### src/rtl/angle_ctrl_pkg.sv
// Shared types and helpers for the angle setpoint controller.
// Combinational only, no latency, no backpressure.
// rpt_state_t is consumed only when ANGLE_AUTO_REPEAT_EN is defined.
package angle_ctrl_pkg;

  localparam int BCD_W    = 12;
  localparam int SW_MAX   = 32;
  localparam int SW_IDX_W = 5;

  typedef enum logic [1:0] {
    IDLE,
    HOLD,
    REPEAT
  } rpt_state_t;

  typedef struct packed {
    logic                valid;
    logic [SW_IDX_W-1:0] idx;
  } sel_t;

  // valid only for exactly one set bit; idx is the highest set bit
  function automatic sel_t onehot_check(input logic [SW_MAX-1:0] sw);
    sel_t        r;
    int unsigned cnt;
    r   = '0;
    cnt = 0;
    for (int i = 0; i < SW_MAX; i++) begin
      if (sw[i]) begin
        cnt++;
        r.idx = SW_IDX_W'(i);
      end
    end
    r.valid = (cnt == 1);
    return r;
  endfunction

endpackage

### src/rtl/key_debounce.sv
// Key conditioner: 2-FF synchroniser, restartable debounce counter, committed level, rise pulse.
// Latency raw->level = 2 + DEBOUNCE_CYC cycles; rise pulses with the committing edge.
// No backpressure; a key held through reset must be released before it can rise again.
module key_debounce #(
  parameter int DEBOUNCE_CYC = 500000
) (
  input  logic clk,
  input  logic rst,
  input  logic raw,
  output logic level,
  output logic rise
);

  localparam int CNT_W = $clog2(DEBOUNCE_CYC + 1);

  logic             s1;
  logic             s2;
  logic [1:0]       flush;
  logic             armed;
  logic [CNT_W-1:0] cnt;

  always_ff @(posedge clk) begin
    if (rst) begin
      s1    <= 1'b0;
      s2    <= 1'b0;
      flush <= '0;
      armed <= 1'b0;
      cnt   <= '0;
      level <= 1'b0;
      rise  <= 1'b0;
    end else begin
      s1    <= raw;
      s2    <= s1;
      flush <= {flush[0], 1'b1};
      rise  <= 1'b0;
      // only arm once the synchroniser holds a real sample that reads released
      if (flush[1] && !s2) armed <= 1'b1;
      if (s2 == level) begin
        cnt <= '0;
      end else if (cnt == CNT_W'(DEBOUNCE_CYC - 1)) begin
        cnt   <= '0;
        level <= s2;
        rise  <= s2 & armed;
      end else begin
        cnt <= cnt + 1'b1;
      end
    end
  end

endmodule

### src/rtl/angle_setpoint_ctrl.sv
// Multi-channel saturating angle setpoints stepped by debounced keys; optional ANGLE_AUTO_REPEAT_EN.
// Latency raw key -> register/upd = 3 + DEBOUNCE_CYC cycles; sel_angle/sel_bcd combinational.
// No backpressure; presses while the selection is invalid or the other key is held are dropped.
module angle_setpoint_ctrl
  import angle_ctrl_pkg::*;
#(
  parameter int N_CH         = 4,
  parameter int ANGLE_W      = 8,
  parameter int ANGLE_MIN    = 0,
  parameter int ANGLE_MAX    = 180,
  parameter int ANGLE_INIT   = 90,
  parameter int STEP         = 1,
  parameter int DEBOUNCE_CYC = 500000
`ifdef ANGLE_AUTO_REPEAT_EN
  ,
  parameter int REPEAT_DELAY = 25000000,
  parameter int REPEAT_RATE  = 5000000
`endif
) (
  input  logic                    CLOCK_50,
  input  logic                    RESET,
  input  logic                    KEY_UP,
  input  logic                    KEY_DN,
  input  logic [N_CH-1:0]         SW,
  output logic [N_CH*ANGLE_W-1:0] angle_out,
  output logic [ANGLE_W-1:0]      sel_angle,
  output logic                    sel_valid,
  output logic [BCD_W-1:0]        sel_bcd,
  output logic                    upd
);

  localparam int IDX_W = (N_CH > 1) ? $clog2(N_CH) : 1;
  localparam int EXT_W = ANGLE_W + 1;
  localparam logic [EXT_W-1:0]   MAX_X  = EXT_W'(ANGLE_MAX);
  localparam logic [EXT_W-1:0]   MIN_X  = EXT_W'(ANGLE_MIN);
  localparam logic [EXT_W-1:0]   STEP_X = EXT_W'(STEP);
  localparam logic [ANGLE_W-1:0] INIT_V = ANGLE_W'(ANGLE_INIT);

  function automatic logic [BCD_W-1:0] bin2bcd(input logic [ANGLE_W-1:0] v);
    logic [BCD_W-1:0] b;
    b = '0;
    for (int i = ANGLE_W - 1; i >= 0; i--) begin
      for (int d = 0; d < 3; d++) begin
        if (b[d*4 +: 4] >= 4'd5) b[d*4 +: 4] = b[d*4 +: 4] + 4'd3;
      end
      b = {b[BCD_W-2:0], v[i]};
    end
    return b;
  endfunction

  logic                up_lvl, up_rise, dn_lvl, dn_rise;
  logic [N_CH-1:0]     sw_s1, sw_s2;
  sel_t                sel_chk;
  logic [IDX_W-1:0]    sel_idx;
  logic [ANGLE_W-1:0]  angle_q [N_CH];
  logic [EXT_W-1:0]    cur_x, up_x, up_val, dn_val, nxt_x;
  logic                press_up, press_dn, step_up, step_dn, do_wr;

  key_debounce #(.DEBOUNCE_CYC(DEBOUNCE_CYC)) u_key_up (
    .clk   (CLOCK_50),
    .rst   (RESET),
    .raw   (KEY_UP),
    .level (up_lvl),
    .rise  (up_rise)
  );

  key_debounce #(.DEBOUNCE_CYC(DEBOUNCE_CYC)) u_key_dn (
    .clk   (CLOCK_50),
    .rst   (RESET),
    .raw   (KEY_DN),
    .level (dn_lvl),
    .rise  (dn_rise)
  );

  assign sel_chk   = onehot_check(SW_MAX'(sw_s2));
  assign sel_valid = sel_chk.valid && ({1'b0, sel_chk.idx} < (SW_IDX_W + 1)'(N_CH));
  assign sel_idx   = sel_chk.idx[IDX_W-1:0];

  // a rising edge counts only while the opposite key is released
  assign press_up = up_rise & ~dn_lvl & sel_valid;
  assign press_dn = dn_rise & ~up_lvl & sel_valid;

`ifdef ANGLE_AUTO_REPEAT_EN
  localparam int RPT_MAX = (REPEAT_DELAY > REPEAT_RATE) ? REPEAT_DELAY : REPEAT_RATE;
  localparam int RPT_W   = $clog2(RPT_MAX + 1);

  rpt_state_t       state_q, state_d;
  logic             dir_q, dir_d;
  logic [RPT_W-1:0] rcnt_q, rcnt_d;
  logic [N_CH-1:0]  sw_q;
  logic             rpt_step, abort;

  always_ff @(posedge CLOCK_50) begin
    if (RESET) begin
      state_q <= IDLE;
      dir_q   <= 1'b0;
      rcnt_q  <= '0;
      sw_q    <= '0;
    end else begin
      state_q <= state_d;
      dir_q   <= dir_d;
      rcnt_q  <= rcnt_d;
      sw_q    <= sw_s2;
    end
  end

  always_comb begin
    state_d  = state_q;
    dir_d    = dir_q;
    rcnt_d   = rcnt_q;
    rpt_step = 1'b0;
    abort    = !(dir_q ? up_lvl : dn_lvl) || (up_lvl && dn_lvl) || !sel_valid || (sw_s2 != sw_q);
    case (state_q)
      IDLE: begin
        if (press_up || press_dn) begin
          state_d = HOLD;
          dir_d   = press_up;
          rcnt_d  = '0;
        end
      end
      HOLD: begin
        if (abort) begin
          state_d = IDLE;
        end else if (rcnt_q == RPT_W'(REPEAT_DELAY - 1)) begin
          state_d  = REPEAT;
          rcnt_d   = '0;
          rpt_step = 1'b1;
        end else begin
          rcnt_d = rcnt_q + 1'b1;
        end
      end
      REPEAT: begin
        if (abort) begin
          state_d = IDLE;
        end else if (rcnt_q == RPT_W'(REPEAT_RATE - 1)) begin
          rcnt_d   = '0;
          rpt_step = 1'b1;
        end else begin
          rcnt_d = rcnt_q + 1'b1;
        end
      end
      default: state_d = IDLE;
    endcase
  end

  assign step_up = press_up | (rpt_step & dir_q);
  assign step_dn = press_dn | (rpt_step & ~dir_q);
`else
  assign step_up = press_up;
  assign step_dn = press_dn;
`endif

  // one bit of headroom keeps add/subtract from ever wrapping
  always_comb begin
    cur_x  = {1'b0, angle_q[sel_idx]};
    up_x   = cur_x + STEP_X;
    up_val = (up_x > MAX_X) ? MAX_X : up_x;
    dn_val = (cur_x < MIN_X + STEP_X) ? MIN_X : cur_x - STEP_X;
    nxt_x  = step_up ? up_val : (step_dn ? dn_val : cur_x);
    do_wr  = (step_up | step_dn) & (nxt_x != cur_x);
  end

  always_ff @(posedge CLOCK_50) begin
    if (RESET) begin
      sw_s1 <= '0;
      sw_s2 <= '0;
      upd   <= 1'b0;
      for (int i = 0; i < N_CH; i++) angle_q[i] <= INIT_V;
    end else begin
      sw_s1 <= SW;
      sw_s2 <= sw_s1;
      upd   <= do_wr;
      if (do_wr) angle_q[sel_idx] <= nxt_x[ANGLE_W-1:0];
    end
  end

  for (genvar g = 0; g < N_CH; g++) begin : g_out
    assign angle_out[g*ANGLE_W +: ANGLE_W] = angle_q[g];
  end

  assign sel_angle = sel_valid ? angle_q[sel_idx] : '0;
  assign sel_bcd   = bin2bcd(sel_angle);

endmodule

### config.mk
export PLATFORM = sky130hd
export DESIGN_NAME = angle_setpoint_ctrl
export DESIGN_NICKNAME = d
export VERILOG_FILES = /design/src/rtl/angle_ctrl_pkg.sv /design/src/rtl/key_debounce.sv /design/src/rtl/angle_setpoint_ctrl.sv
export SDC_FILE = /design/constraint.sdc
export NUM_CORES = 1
export LEC_CHECK = 0
export CELL_PAD_IN_SITES_DETAIL_PLACEMENT = 1
export CELL_PAD_IN_SITES_GLOBAL_PLACEMENT = 2
export CORE_MARGIN = 2
export CORE_UTILIZATION = 36
export DETAILED_ROUTE_END_ITERATION = 6
export GPL_ROUTABILITY_DRIVEN = 1
export GPL_TIMING_DRIVEN = 0
export PLACE_DENSITY_LB_ADDON = 0.1
export SYNTH_ARGS = -nofsm -noshare
export SYNTH_HDL_FRONTEND = slang
export SYNTH_HIERARCHICAL = 1
export SYNTH_SLANG_ARGS = --single-unit
### constraint.sdc
create_clock -name CLOCK_50 -period 9.9 [get_ports CLOCK_50]
set_clock_uncertainty 0.2 [all_clocks]
set_input_delay 1.98 -clock CLOCK_50 [delete_from_list [all_inputs] [get_ports CLOCK_50]]
set_output_delay 1.98 -clock CLOCK_50 [all_outputs]
set_load 0.03 [all_outputs]
; Word-level counts from Yosys, hierarchy flattened
; Memories as Yosys holds them, arrays and structs flattened.
; Cells that the tools add are included.
[op_classes]
magnitude_cmp = 10
n_reduce_logical = 12
n_eq_ne = 6
mux = 29
n_bitwise = 14
add_sub_neg = 14
[op_table]
columns = cell, n
row1 = $add A32 B1 Y32 const B, 3
row2 = $mux W32, 3
row3 = $add A19 B1 Y19 const B, 2
row4 = $eq A19 B19 Y1 const B, 2
row5 = $mux W9, 4
row6 = $eq A32 B1 Y1 const B, 1
row7 = $mux W4, 7
row8 = $add A4 B2 Y4 const B, 5
row9 = $ge A4 B3 Y1 const B, 5
row10 = $mux W8, 2
row11 = $reduce_or A3 Y1, 4
row12 = $mux W1, 10
row13 = $mux W5, 2
row14 = $add A8 B1 Y9 const B, 1
row15 = $gt A9 B8 Y1 const B, 1
row16 = $ne A9 B8 Y1, 1
row17 = $sub A8 B1 Y9 const B, 1
row18 = $add A3 B2 Y4 const B, 2
row19 = $lt A8 B1 Y1 const B, 1
row20 = $reduce_or A8 Y1, 1
row21 = $and A1 B1 Y1, 7
row22 = $ge A3 B3 Y1 const B, 2
row23 = $not A1 Y1, 6
row24 = $lt A5 B3 Y1 const B, 1
row25 = 6 further kinds, 11
[totals]
memories = 1
register_bits = 61
out_inout_bits = 54
ram_bits = 32
elab_cells = 105
[mem_list]
columns = memory, depth, word_bits, read_ports, rd_clocked_by_memory_dff, write_ports, line_no
row1 = angle_q, 4, 8, 5, 0, 4, angle_setpoint_ctrl.sv:55  ; logic [ANGLE_W-1:0] angle_q [N_CH];

; Logic depth before layout (Yosys ltp)
; Gate-level depths: netlist of run 1.
[depth]
word_depth = 20
mapped_depth = 30

; Modules after synthesis
; Netlist of run 1, hierarchy kept.
[modules_own_cells]
columns = module, n_inst, cells_each, area_per_inst_um2
row1 = angle_setpoint_ctrl, 1, 445, 3887.5
row2 = key_debounce, 2, 122, 1079.8

; Worst setup path before layout of run 1
; Ideal clock, no wire load.
[synth_timing]
path_type = register to output
startpoint = register sw_s2[1]
endpoint = output sel_bcd[2]
path_stages_with_launch = 31
setup_slack_ns = 1.104
arrival_ns = 6.616
path_cell_list = dfxtp_1 > buf_4 > inv_1 > ha_1 > xor2_1 > ha_1 > nor3b_1 > a211oi_1 > or3_1 > inv_2 > buf_2 > nand2_1 > inv_1 > ha_1 > nand2b_1 > o2111a_1 > a21boi_1 > nor3_1 > nor3_1 > inv_1 > ha_1 > nand2b_1 > nand2_1 > o21ai_2 > a22oi_1 > o211ai_1 > o21ai_0 > ha_1 > nor2b_1 > o31ai_2 > mux2i_1
[synth_between]
elab_cells_between_ends = 28
cone_classes = add/sub: 7 / order compare: 6 / eq/ne: 1 / mux: 12 / reduce/logical: 1 / memory: 1
[synth_rtl]
columns = element, line_no
row1 = "start, declared", angle_setpoint_ctrl.sv:52  ; logic [N_CH-1:0] sw_s1, sw_s2;
row2 = "start signal, assigned", angle_setpoint_ctrl.sv:171  ; sw_s2 <= sw_s1;
row3 = $mux W32, angle_ctrl_pkg.sv:28  ; if (sw[i]) begin
row4 = $add A32 B1 Y32, angle_ctrl_pkg.sv:29  ; cnt++;
row5 = $mux W32, angle_ctrl_pkg.sv:28
row6 = $add A32 B1 Y32, angle_ctrl_pkg.sv:29
row7 = $mux W32, angle_ctrl_pkg.sv:28
row8 = $eq A32 B1 Y1, angle_ctrl_pkg.sv:33  ; r.valid = (cnt == 1);
row9 = $logic_and A1 B1 Y1 *, angle_setpoint_ctrl.sv:76  ; assign sel_valid = sel_chk.valid && ({1'b0, sel_chk.idx} < (SW_IDX_W + 1)'(N_CH));
row10 = net sel_valid, angle_setpoint_ctrl.sv:27  ; output logic sel_valid,
row11 = [1 not listed], --
row12 = net sel_angle[4], angle_setpoint_ctrl.sv:26  ; output logic [ANGLE_W-1:0] sel_angle,
row13 = $add A4 B2 Y4 / $ge A4 B3 Y1 (equally long branches), angle_setpoint_ctrl.sv:44  ; if (b[d*4 +: 4] >= 4'd5) b[d*4 +: 4] = b[d*4 +: 4] + 4'd3;
row14 = $mux W4 *, angle_setpoint_ctrl.sv:44
row15 = $add A4 B2 Y4 / $ge A4 B3 Y1 (equally long branches), angle_setpoint_ctrl.sv:44
row16 = $mux W4 *, angle_setpoint_ctrl.sv:44
row17 = $ge A4 B3 Y1 / $add A4 B2 Y4 (equally long branches), angle_setpoint_ctrl.sv:44
row18 = $mux W4 *, angle_setpoint_ctrl.sv:44
row19 = $add A4 B2 Y4 / $ge A4 B3 Y1 (equally long branches), angle_setpoint_ctrl.sv:44
row20 = $mux W4 *, angle_setpoint_ctrl.sv:44
row21 = "end, declared", angle_setpoint_ctrl.sv:28  ; output logic [BCD_W-1:0] sel_bcd,
; The timed path passes the listed nets; every way through them passes the cells marked *.

; Worst setup path in the final report of run 1
[layout_timing]
startpoint = register sw_s2[1]
endpoint = output sel_bcd[3]
[layout_between]
elab_chain_cells = 18
elab_cells_between_ends = 28
cone_classes = add/sub: 7 / order compare: 6 / eq/ne: 1 / mux: 12 / reduce/logical: 1 / memory: 1
[layout_rtl]
columns = element, line_no
row1 = $mux W32, angle_ctrl_pkg.sv:28
row2 = $add A32 B1 Y32, angle_ctrl_pkg.sv:29
row3 = $mux W32, angle_ctrl_pkg.sv:28
row4 = $add A32 B1 Y32, angle_ctrl_pkg.sv:29
row5 = $mux W32, angle_ctrl_pkg.sv:28
row6 = $eq A32 B1 Y1, angle_ctrl_pkg.sv:33
row7 = $logic_and A1 B1 Y1, angle_setpoint_ctrl.sv:76
row8 = $mux W8 *, angle_setpoint_ctrl.sv:181  ; assign sel_angle = sel_valid ? angle_q[sel_idx] : '0;
row9 = [2 not listed], --
row10 = $add A4 B2 Y4 / $ge A4 B3 Y1 (equally long branches), angle_setpoint_ctrl.sv:44
row11 = $mux W4, angle_setpoint_ctrl.sv:44
row12 = $add A4 B2 Y4 / $ge A4 B3 Y1 (equally long branches), angle_setpoint_ctrl.sv:44
row13 = $mux W4, angle_setpoint_ctrl.sv:44
row14 = $ge A4 B3 Y1 / $add A4 B2 Y4 (equally long branches), angle_setpoint_ctrl.sv:44
row15 = $mux W4, angle_setpoint_ctrl.sv:44
row16 = $add A4 B2 Y4 / $ge A4 B3 Y1 (equally long branches), angle_setpoint_ctrl.sv:44
row17 = $mux W4 *, angle_setpoint_ctrl.sv:44
; Mark *: on every way between the ends. The rest lies on a longest branch, timed or not.

==> results.toml, run 1 <==
[timing]
holdWs_ps = 237
hold_viol_final = 0
fin_crit_ps = 9320
slew_headroom_pct = 24.7
period_share_pct = 94.2
rsz0062_at_grt = "false"
fmax_mhz = 107
setup_viol = 0
worst_slew_pin_slew_ps = 1110
final_max_slew_viol_count = 0

[setup_path]
path_depth = 31
max_stage_delay_ps = 520
crit_path_start_kind = "flop"
critPathBufInv = 7
cp-endpoint = "sel_bcd[3]"
r2r_cells = 15
timing.rr.start = "sw_s2[1]"
crit_fanout = 10
crit_slowest_cell = "or4_1"
r2r_slack_ps = 4030
r2r_end = "angle_q[0][5]"
critPathArrivalTime_ps = 7140
worstPathRequired_ps = 7720
crit_top_cell = "ha_1"
cp_top_family = "simple AND/OR/NAND/NOR gates"
cp-end-kind = "primary output"
worstSetupPathType = "flop to primary output"
startpoint = "sw_s2[1]"

[cells_and_area]
final_util_pct = 44.0
fin_nets = 785
final-instance-count-excl-fill = 987
fillers = 1924
antenna_cells = 0
syn_to_final_growth_pct = 20.3
drive_gt1_share_pct = 12.8

[grt]
grt_use_total_pct = 21.1
grt_pass1_wl_mm = 30.1
grt_overflow = 0
grt_max_degree = 20
grt_pass1_vias = 5822
antenna_found_initial = 0

[floorplanning]
num_io_pins = 62
dieArea_um2 = 17900
core-area_um2 = 16500
placementRows = 47
dieHeight_um = 134
die_w_um = 134
start_util_pct = 36.6

[cts]
cts_tree = "built"
clk_latency_ps = 360
clk_pin_slew_ps = 80
numCtsBuffers = 9
cts_buffer_depth = 2
cts_root_buffer = "clkbuf_16"
htree_num_levels = 3
clock_sinks = 93

[drt]
routed_wl_mm = 18.1
dr.pass1.iters = 4
via_per_inst = 5.60
initialDrtViolationCount = 210
wl_per_cell_um = 18.4
route.detailed.drc = 0
vias = 5523
final_antenna_net_count = 0

[synthesis]
synth_edf_count = 32
synth.area.top_cells = "dfxtp_1 20%, edfxtp_1 16%, nor2_1 4.4%"
synth_cell_type_count = 83
ys_warn_count = 6
syn_area_per_cell_um2 = 8.78
synth_ff_type = "dfxtp_1"
synth_top_area_share_pct = 20.2
mappedNetlistArea_um2 = 6050
seq_area_frac_synth_pct = 36.1
ys_seq_elements = 93
async_flop_share_pct = 0
synthCells = 689
synth_area_leader_cell = "dfxtp_1"

[job]
maxCapViolations = 0

[place]
hpwl_mm = 13.9
portBuffers = 59
place_inst = 969
place_congestion = 0.864

[power]
power.density_nw_per_um2 = 183
power_mw = 1.33
ir_worst_vdd_mv = 0.0945
p_leak_nw = 2.43

[outcome]
status = "finished, final reports clean"

[min_path]
hold_start = "sw_s1[1]"
hold_path_class = "flop to flop"
-- kinds of logic after synthesis --
group | after synthesis | synth area share [%]
AND/OR/NAND/NOR | 297 | 25.6
AO/OA/AOI/OAI | 159 | 19.4
flip-flops | 93 | 36.1
buffers and inverters | 62 | 5.32
XOR/XNOR | 42 | 6.46
multiplexers | 20 | 3.91
adder cells (fa/ha/maj) | 15 | 3.10
other | 1 | 0.0620
-- flip-flops by register name (all words and copies together), names as in the netlist --
register,flops
angle_q,32
u_key_dn/cnt,19
u_key_up/cnt,19
sw_s1,4
sw_s2,4
u_key_dn/flush,2
u_key_up/flush,2
u_key_dn/armed,1
u_key_dn/level,1
u_key_dn/rise,1
u_key_dn/s1,1
u_key_dn/s2,1
u_key_up/armed,1
u_key_up/level,1
u_key_up/rise,1
u_key_up/s1,1
u_key_up/s2,1
upd,1
-- cell type report --
| class | count | area (µm²) | area share (%) |
|---|---|---|---|
| Buffer | 35 | 218 | 2.99 |
| Tap cell | 220 | 275 | 3.79 |
| Clock buffer | 9 | 225 | 3.10 |
| Sequential cell | 93 | 2180 | 30.0 |
| Clock inverter | 7 | 77.6 | 1.07 |
| Timing Repair Buffer | 61 | 593 | 8.16 |
| Inverter | 27 | 106 | 1.46 |
| Multi-Input combinational cell | 535 | 3590 | 49.4 |
-- where the power goes --
group | switching, mW | internal (mW) | total [mW]
clock | 0.169 | 0.179 | 0.348
sequential | 0.0121 | 0.419 | 0.431
combinational | 0.351 | 0.198 | 0.550
total | 0.532 | 0.796 | 1.33
-- repair_timing --
| action | CTS | global route |
|---|---|---|
| setup endpoints to repair | 6 | 8 |
| pin swaps | 1 | 2 |
| resized for setup | 7 | 14 |
| buffers inserted | 0 | 2 |
| hold endpoints to repair | 0 | 0 |
| hold buffers | 0 | 0 |
-- cell usage after synthesis, types with 7 or more instances --
library cell,n
nor2b_1,19
o21ai_1,12
ha_1,15
o211ai_1,10
nor3_1,21
nand2b_1,11
nand3_1,28
xnor2_1,26
edfxtp_1,32
or4_1,7
o21ai_0,27
clkbuf_1,9
nand2_1,69
mux2_2,8
nand4_1,16
a21oi_1,39
nor4_1,11
buf_2,13
nor4b_1,7
a31oi_1,8
nor2_1,71
xor2_1,13
inv_1,22
mux2i_1,9
or3_1,10
dfxtp_1,61
-- worst min-delay path by stage --
stage	cells after the start	slack, ps	endpoint
finish	1	240	sw_s2[1]
detailed placement	1	220	sw_s2[1]
floorplan	1	210	sw_s2[0]
CTS	1	240	sw_s2[1]
global placement	1	220	u_key_dn/flush[1]
global route	1	260	sw_s2[1]
-- metal layers --
metal	vias to the layer above	wire, µm	global-route usage, %
met5	-	0	0
met4	0	299	6.15
met3	25	566	3.69
met2	96	9230	37.5
met1	2726	8030	26.1
li1	2676	-	-
-- cells in the final DEF (no fill, tap or decap), types with 5 or more instances in the layout --
cell / netlist / final
xor2_1: 13 / 13
a211oi_1: 5 / 5
mux2_2: 8 / 8
clkdlybuf4s50_1: 0 / 55
nand2_1: 69 / 69
a31oi_1: 8 / 7
nor2_1: 71 / 71
o221a_2: 6 / 6
nor2b_1: 19 / 19
dfxtp_1: 61 / 60
buf_2: 13 / 12
mux2i_1: 9 / 8
o211ai_1: 10 / 10
o21ai_0: 27 / 26
clkbuf_16: 0 / 9
nor4_1: 11 / 11
or3_1: 10 / 10
a21oi_1: 39 / 39
nand2b_1: 11 / 11
ha_1: 15 / 14
and3_1: 6 / 6
xnor2_1: 26 / 26
or4_1: 7 / 7
inv_1: 22 / 22
buf_4: 6 / 8
nor4b_1: 7 / 7
nand4_1: 16 / 16
nor3_1: 21 / 20
o21ai_1: 12 / 13
nand3_1: 28 / 28
edfxtp_1: 32 / 32
buf_6: 6 / 6
clkbuf_1: 9 / 9
-- through the flow --
stage                     instance area [µm²]  setup slack, ps  setup TNS (ps)
after detailed placement                 6920             -227            -624
final                                    7270              577               0
after CTS                                7230              147               0
after global placement                   6920            -17.0           -17.0
after floorplan                          6050             1100               0
after global routing                     7270            0.215               0
(Power assumes the default switching activity.)
==> run 2: changes to the inputs <==
- CORE_MARGIN: 2 -> 5
- CTS_BUF_LIST: not set -> sky130_fd_sc_hd__clkbuf_16
==> run 2 against run 1 <==
Net effect:
- total power up 1.9%
- sequential power about the same
- wire length up 1.7%
- die area up 9.2%
- critical path depth unchanged
- via count down 0.71%
- global-route usage down 2.2 points
- critical endpoint unchanged
==> results.toml, run 2 (synthesis gave the netlist of run 1 again) <==
[outcome]
status = "finished, final reports clean"

[min_path]
hold_path_class = "flop to flop"

[power]
ir_worst_vdd_mv = 0.0912
power.density_nw_per_um2 = 186
p_leak_nw = 2.45

[timing]
period_share_pct = 95.2
holdWs_ps = 243
slew_headroom_pct = 28.0
fmax_mhz = 106
fin_crit_ps = 9420
setup_viol = 0
final_max_slew_viol_count = 0
worst_slew_pin_slew_ps = 1080
hold_viol_final = 0
setup_slack_ps = 477
rsz0062_at_grt = "false"

[cts]
clock_sinks = 93
cts_root_buffer = "clkbuf_16"
postCtsHoldBufs = 0
clk_pin_slew_ps = 70
clk_latency_ps = 340
htree_num_levels = 3
cts_tree = "built"
cts_buffer_depth = 2
numCtsBuffers = 9

[floorplanning]
num_io_pins = 62
dieHeight_um = 140
placementRows = 47
die_w_um = 140
dieArea_um2 = 19500
start_util_pct = 36.6
core-area_um2 = 16500

[grt]
grt_overflow = 0
grt_pass1_wl_mm = 30.1
grt_use_total_pct = 18.9
grt_pass1_vias = 5781
grt_max_degree = 17
antenna_found_initial = 0

[setup_path]
r2r_end = "angle_q[3][7]"
cp-endpoint = "sel_bcd[3]"
crit_path_start_kind = "flop"
crit_top_cell = "ha_1"
max_stage_delay_ps = 550
critPathArrivalTime_ps = 7240
startpoint = "sw_s2[1]"
r2r_slack_ps = 4060
crit_slowest_cell = "or4_1"
cp-end-kind = "primary output"
worstPathRequired_ps = 7720
timing.rr.start = "sw_s2[1]"
crit_fanout = 10
r2r_cells = 15
worstSetupPathType = "flop to primary output"

[drt]
wl_per_cell_um = 18.7
routed_wl_mm = 18.4
initialDrtViolationCount = 250
dr.pass1.iters = 4
via_per_inst = 5.56
final_antenna_net_count = 0
vias = 5484
route.detailed.drc = 0

[cells_and_area]
layout_commonest_cell = "nor2_1"
fin_nets = 784
final-instance-count-excl-fill = 986
fillers = 1952
top_register = "angle_q"
antenna_cells = 0
largest_reg_flops = 32
layout_common_cells = "71 x nor2_1, 69 x nand2_1, 60 x dfxtp_1"
syn_to_final_growth_pct = 20.4
seq_area_um2 = 2180
multi_input_area_um2 = 3580
reg.largest.list = "angle_q (32), u_key_dn/cnt (19), u_key_up/cnt (19)"
drive_gt1_share_pct = 12.3

[place]
hpwl_mm = 14.0
portBuffers = 59
place_inst = 969
place_ws_ps = -227
place_congestion = 0.895

[job]
maxCapViolations = 0
[run 2: area by class of cell]
type                    instances  area share [%]
inverters                      27            1.46
plain buffers                  35            2.96
repair buffers                 60            8.15
flip-flops and latches         93            30.0
multi-input cells             535            49.2
clock inverters                 7            1.34
well taps                     220            3.78
clock buffers                   9            3.09
[run 2: worst max-delay path, delay by kind of cell, from the launching register on]
kind | cells | cell delay [ps]
adder cells (fa/ha/maj) | 5 | 1360
flip-flops | 1 | 430
AND/OR/NAND/NOR | 11 | 2220
AO/OA/AOI/OAI | 7 | 1510
XOR/XNOR | 1 | 180
buffers and inverters | 7 | 1170
[run 2: stage by stage]
| stage | total power [mW] | utilization (%) | area (µm²) | setup TNS [ps] |
|---|---|---|---|---|
| 2_1_floorplan | 0.811 | - | 6050 | 0 |
| 3_3_place_gp | 0.969 | 41.9 | 6920 | -18.7 |
| 3_5_place_dp | 0.980 | 41.9 | 6920 | -553 |
| 4_1_cts | 1.37 | 44.0 | 7280 | 0 |
| 5_1_grt | 1.42 | 44.0 | 7280 | 0 |
| 6_report | 1.35 | 44.0 | 7280 | 0 |
[run 2: power by group]
| part | leakage, nW | internal [mW] | switching (mW) |
|---|---|---|---|
| clock network | 0.159 | 0.223 | 0.155 |
| registers | 0.771 | 0.419 | 0.0117 |
| logic | 1.52 | 0.197 | 0.348 |
[run 2: timing repair]
action | 4_1_cts | 5_1_grt
gates cloned | 0 | 0
resized for setup | 7 | 8
setup buffers | 1 | 0
endpoints found under the setup margin | 7 | 7
pin swaps | 1 | 0
[run 2: layer usage]
layer / wire length, µm / part of all wire, % / vias up / GRT usage, %
met5: 0 / 0 / - / 0
met4: 333 / 1.8 / 0 / 5.92
met3: 601 / 3.3 / 22 / 2.92
met2: 9340 / 51 / 82 / 33.6
met1: 8170 / 44 / 2702 / 23.5
li1: - / - / 2678 / -
[run 2: how the worst min path moves through the flow]
stage	startpoint	endpoint	slack (ps)	depth (start not counted)
after CTS	u_key_dn/flush[0]	u_key_dn/flush[1]	250	1
after global routing	u_key_up/flush[0]	u_key_up/flush[1]	260	1
after floorplan	sw_s1[0]	sw_s2[0]	210	1
after detailed placement	u_key_dn/s1	u_key_dn/s2	230	1
final	u_key_dn/flush[0]	u_key_dn/flush[1]	240	1
after global placement	u_key_dn/flush[0]	u_key_dn/flush[1]	220	1
==> run 3: changes to the inputs <==
- CORE_ASPECT_RATIO: not set -> 0.7
- GPL_TIMING_DRIVEN: 0 -> 1
==> run 3 against run 2 <==
Net effect:
- core utilization is 0.67 points lower
- maximum frequency grew 1.5%
- flip-flop and latch count unchanged
- critical path type unchanged
- largest cell class unchanged
- highest routed layer unchanged
==> results.toml, run 3 (synthesis gave the netlist of run 1 again) <==
[outcome]
status = "finished, final reports clean"

[setup_path]
crit_fanout = 15
crit_top_cell = "ha_1"
critPathArrivalTime_ps = 7110
max_stage_delay_ps = 690
worstSetupPathType = "flop to primary output"
worstPathRequired_ps = 7720
cp-end-kind = "primary output"
crit_slowest_cell = "clkdlybuf4s50_1"
crit_path_start_kind = "flop"

[power]
power.density_nw_per_um2 = 185
switching_share_pct = 40.1
p_comb_share_pct = 41.3
p_leak_nw = 2.37
clkPwrFrac_pct = 25.8
intPower_uw = 787
ir_worst_vdd_mv = 0.106
p_switching_uw = 527
seq_power_share_pct = 32.9

[cells_and_area]
antenna_cells = 0
syn_to_final_growth_pct = 17.6
reg.largest.list = "angle_q (32), u_key_dn/cnt (19), u_key_up/cnt (19)"
stdcell_area_um2 = 7110
layout_commonest_cell = "nor2_1"
largest_reg_flops = 32
drive_gt1_share_pct = 10.0
fillers = 1930
top_register = "angle_q"
layout_common_cells = "71 x nor2_1, 69 x nand2_1, 61 x dfxtp_1"
fin_nets = 758

[job]
maxCapViolations = 0

[drt]
dr.pass1.iters = 5
drt-met1-wl_mm = 9.72
routed_wl_mm = 18.8
route.detailed.drc = 0
wl_met2_mm = 8.06
via_per_inst = 5.62
final_antenna_net_count = 0
top_layer = "met4"
vias = 5424
wl_met3_um = 850
initialDrtViolationCount = 475
wl_per_cell_um = 19.4

[cts]
htree_num_levels = 3
cts_tree = "built"
postCtsHoldBufs = 0
cts_buffer_depth = 2
cts_root_buffer = "clkbuf_16"
numCtsBuffers = 9
clock_sinks = 93
clk_pin_slew_ps = 70
clk_latency_ps = 340

[place]
place_ws_ps = 295
hpwl_mm = 14.1
dpl_cell_area_um2 = 6770
place_congestion = 0.853
portBuffers = 59

[min_path]
hold_path_class = "flop to flop"

[timing]
setup_slack_ps = 614
slew_headroom_pct = 28.1
fin_crit_ps = 9290
setup_viol = 0
tns_ps = 0
rsz0062_at_grt = "false"
period_share_pct = 93.8
worst_slew_pin_slew_ps = 1070
hold_viol_final = 0
final_max_slew_viol_count = 0
fmax_mhz = 108

[floorplanning]
die_w_um = 165
num_io_pins = 62
dieArea_um2 = 19500
dieHeight_um = 118
start_util_pct = 36.9
core-area_um2 = 16400
placementRows = 39

[grt]
grt_max_degree = 35
antenna_found_initial = 0
grt_overflow = 0
grt_use_total_pct = 19.1
grt_pass1_wl_mm = 30.2
grt_pass1_vias = 5537
==> run 3: changes by cell type in the layout (fill, tap and decap cells not counted), moves of 2 or more <==
cell       change
buf_4          +3
buf_6          -6
clkbuf_1       -9
bufinv_16      -2
inv_8          +2
clkbuf_2       -2
buf_2         -13
==> run 3: metrics by stage <==
stage,util [%],cells,power [mW],hold slack [ps]
floorplan,-,690,0.811,214
global placement,41.3,947,0.962,218
detailed placement,41.3,947,0.972,226
CTS,43.1,963,1.31,242
global route,43.4,965,1.38,266
finish,43.4,965,1.31,238
==> run 3: critical path: cells and delay by family (launching register included) <==
kind / cells / cell delay, ps
AOI/OAI and AO/OA: 8 / 1900
buffers and inverters: 5 / 1320
DFF: 1 / 340
and+or+nand+nor: 10 / 1940
muxes: 1 / 130
adders and majority gates: 5 / 1130
==> run 3: path summary, 6_finish.rpt <==
kind | startpoint | end | slack (ps) | cells past startpoint
max | sw_s2[1] | sel_bcd[4] | 610 | 29
min | u_key_up/flush[0] | u_key_up/flush[1] | 240 | 1
max reg2reg | sw_s2[3] | angle_q[2][1] | 4110 | 12
min reg2reg | u_key_up/flush[0] | u_key_up/flush[1] | 240 | 1
==> run 3: final cells by class <==
| class | count | area (µm²) | share of cell area (%) |
|---|---|---|---|
| repair buffers | 69 | 673 | 9.47 |
| well taps | 225 | 282 | 3.96 |
| multi-input cells | 535 | 3580 | 50.3 |
| clock inverters | 7 | 65.1 | 0.915 |
| inverters | 27 | 109 | 1.53 |
| flip-flops and latches | 93 | 2180 | 30.7 |
| clock buffers | 9 | 225 | 3.17 |
==> run 3: repair_timing <==
item	in CTS	in global routing
buffers inserted	0	2
resized for setup	1	7
endpoints found under the setup margin	2	6
pin swaps	0	1
==> run 3: routing by layer <==
layer / global-route usage, % / vias to the layer above
met1: 29.3 / 2687
li1: - / 2618
met5: 0 / -
met3: 3.86 / 13
met4: 3.38 / 0
met2: 27.9 / 106
==> run 3: power groups by stage <==
stage / registers [mW] / logic [mW] / clock network (mW)
floorplan: 0.462 / 0.349 / 0
global placement: 0.440 / 0.522 / 0
detailed placement: 0.440 / 0.531 / 0
CTS: 0.432 / 0.535 / 0.348
global route: 0.434 / 0.586 / 0.363
finish: 0.432 / 0.543 / 0.339
==> RTL change (settings of run 1) <==
Change the package constant `BCD_W` from 12 to 24.
--- a/src/rtl/angle_ctrl_pkg.sv
+++ b/src/rtl/angle_ctrl_pkg.sv
@@ -5,3 +5,3 @@
 
-  localparam int BCD_W    = 12;
+  localparam int BCD_W    = 24;
   localparam int SW_MAX   = 32;
Interface: changed (resized sel_bcd); port bits go from 62 to 74. No check against the original RTL was run, so the function may have changed too.
==> RTL change against run 1 <==
- first-iteration DRC count decreased by 10%
- area after synthesis increased by 1.5%
- largest power group unchanged
- design area grew 1.9%
- critical path type unchanged
- register-to-register slack improved by 250 ps
- sequential cell count did not move
- count of clock-buffer cells in the layout unchanged
- largest cell class unchanged
- highest routed layer unchanged
- worst setup slack worse by 89 ps
- routed wire length up 0.30%
- power up 2.2%
==> RTL change: results <==
set metrics [dict create \
    synthTopCellsByArea "dfxtp_1 (20%), edfxtp_1 (16%), nor2_1 (4.3%), nand2_1 (4.2%), xnor2_1 (3.7%)" \
    avgSynthCellArea_um2 8.75 \
    grt_max_degree 19 \
    holdPathEnd "u_key_up/flush[1]" \
    buf_share_pct 12.2 \
    place_area_mm2 0.00705 \
    rr_startpoint "sw_s2[1]" \
    dp_cells 993 \
    clk_share_pct 4.22 \
    synth-seq-area-share_pct 35.6 \
    wl_per_cell_um 18.0 \
    cpMaxStageDelayCell "or3_1" \
    path_delay_family "compound AO/OA/AOI/OAI gates" \
    relSlewSlack_pct 21.4 \
    synth-compound-area-share_pct 19.2 \
    post_cts_buffers 1 \
    synth-edff-count 32 \
    drtIter0Drc 189 \
    grt_pass1_wl_mm 29.4 \
    synthXorXnorAreaFrac_pct 6.36 \
    critical_path_arrival_ps 7230 \
    synth_commonest_cells "nor2_1 (71), nand2_1 (69), dfxtp_1 (61), a21oi_1 (39), edfxtp_1 (32)" \
    worst_hold_path_type "register to register" \
    hold_slack_ps 240 \
    synth_cell_types 83 \
    clk_pin_slew_ps 80 \
    status "completed" \
    top_regs "angle_q (32), u_key_dn/cnt (19), u_key_up/cnt (19)" \
    routed_wl_mm 18.2 \
    n_fill_cell 1970 \
    slowest_delay_ps 430 \
    ir_worst_vdd_v 0.000100 \
    clock_latency_ps 350 \
    muxShareOfSynthArea_pct 3.85 \
    via_per_inst 5.55 \
    synthFlopType "dfxtp_1" \
    dp_hpwl_mm 14.1 \
    place_congestion 0.881 \
    nNonClkBuffers 107 \
    r2r-end "angle_q[3][0]" \
    inv_count 27 \
    synthAdderAreaFrac_pct 3.06 \
    async_reset_ff_share_pct 0 \
    min_from "u_key_up/flush[0]" \
    ctsResizeCount 6 \
    finalNetCount 808 \
    drtPass1Iterations 5 \
    antenna_cells 0 \
    multi_input_area_share_pct 48.9 \
    grt_use_total_pct 20.4 \
    cts_root_buffer "clkbuf_16" \
    drive_gt1_share_pct 13.4 \
    power_leakage_uw 0.00256 \
    place_ws_ps -147 \
    r2r_slack_ps 4280 \
    final_area_mm2 0.00741 \
    multi_input_cells 547 \
    reg2regPathDepth 14 \
]
## RTL change: changes by cell type in the layout (fill, tap and decap cells not counted), sizes merged
cell	before	now
buf	27	39
bufinv	0	1
clkbuf	22	19
clkinv	6	5
clkinvlp	1	0
conb	2	14
dlymetal6s2s	1	3
inv	27	28
## RTL change: metal layers
layer  wire (µm)  GRT usage [%]  up-vias
li1            -              -     2708
met3         385           2.78       15
met2        9180           36.0       68
met1        8360           26.1     2817
met5           0              0        -
met4         261           5.56        0
## RTL change: how the worst max path moves through the flow
stage	end	slack [ps]	cells past startpoint
2_1_floorplan	sel_bcd[2]	1100	30
3_3_place_gp	sel_bcd[3]	80	30
3_5_place_dp	sel_bcd[3]	-150	30
4_1_cts	sel_bcd[3]	60	30
5_1_grt	sel_bcd[2]	-1	30
6_report	sel_bcd[2]	490	30
## RTL change: power by group
group / internal, µW / leakage, µW / switching, µW
Combinational: 204 / 0.00164 / 359
Clock: 202 / 0.000154 / 162
Sequential: 419 / 0.000771 / 11.8
Total: 825 / 0.00256 / 532
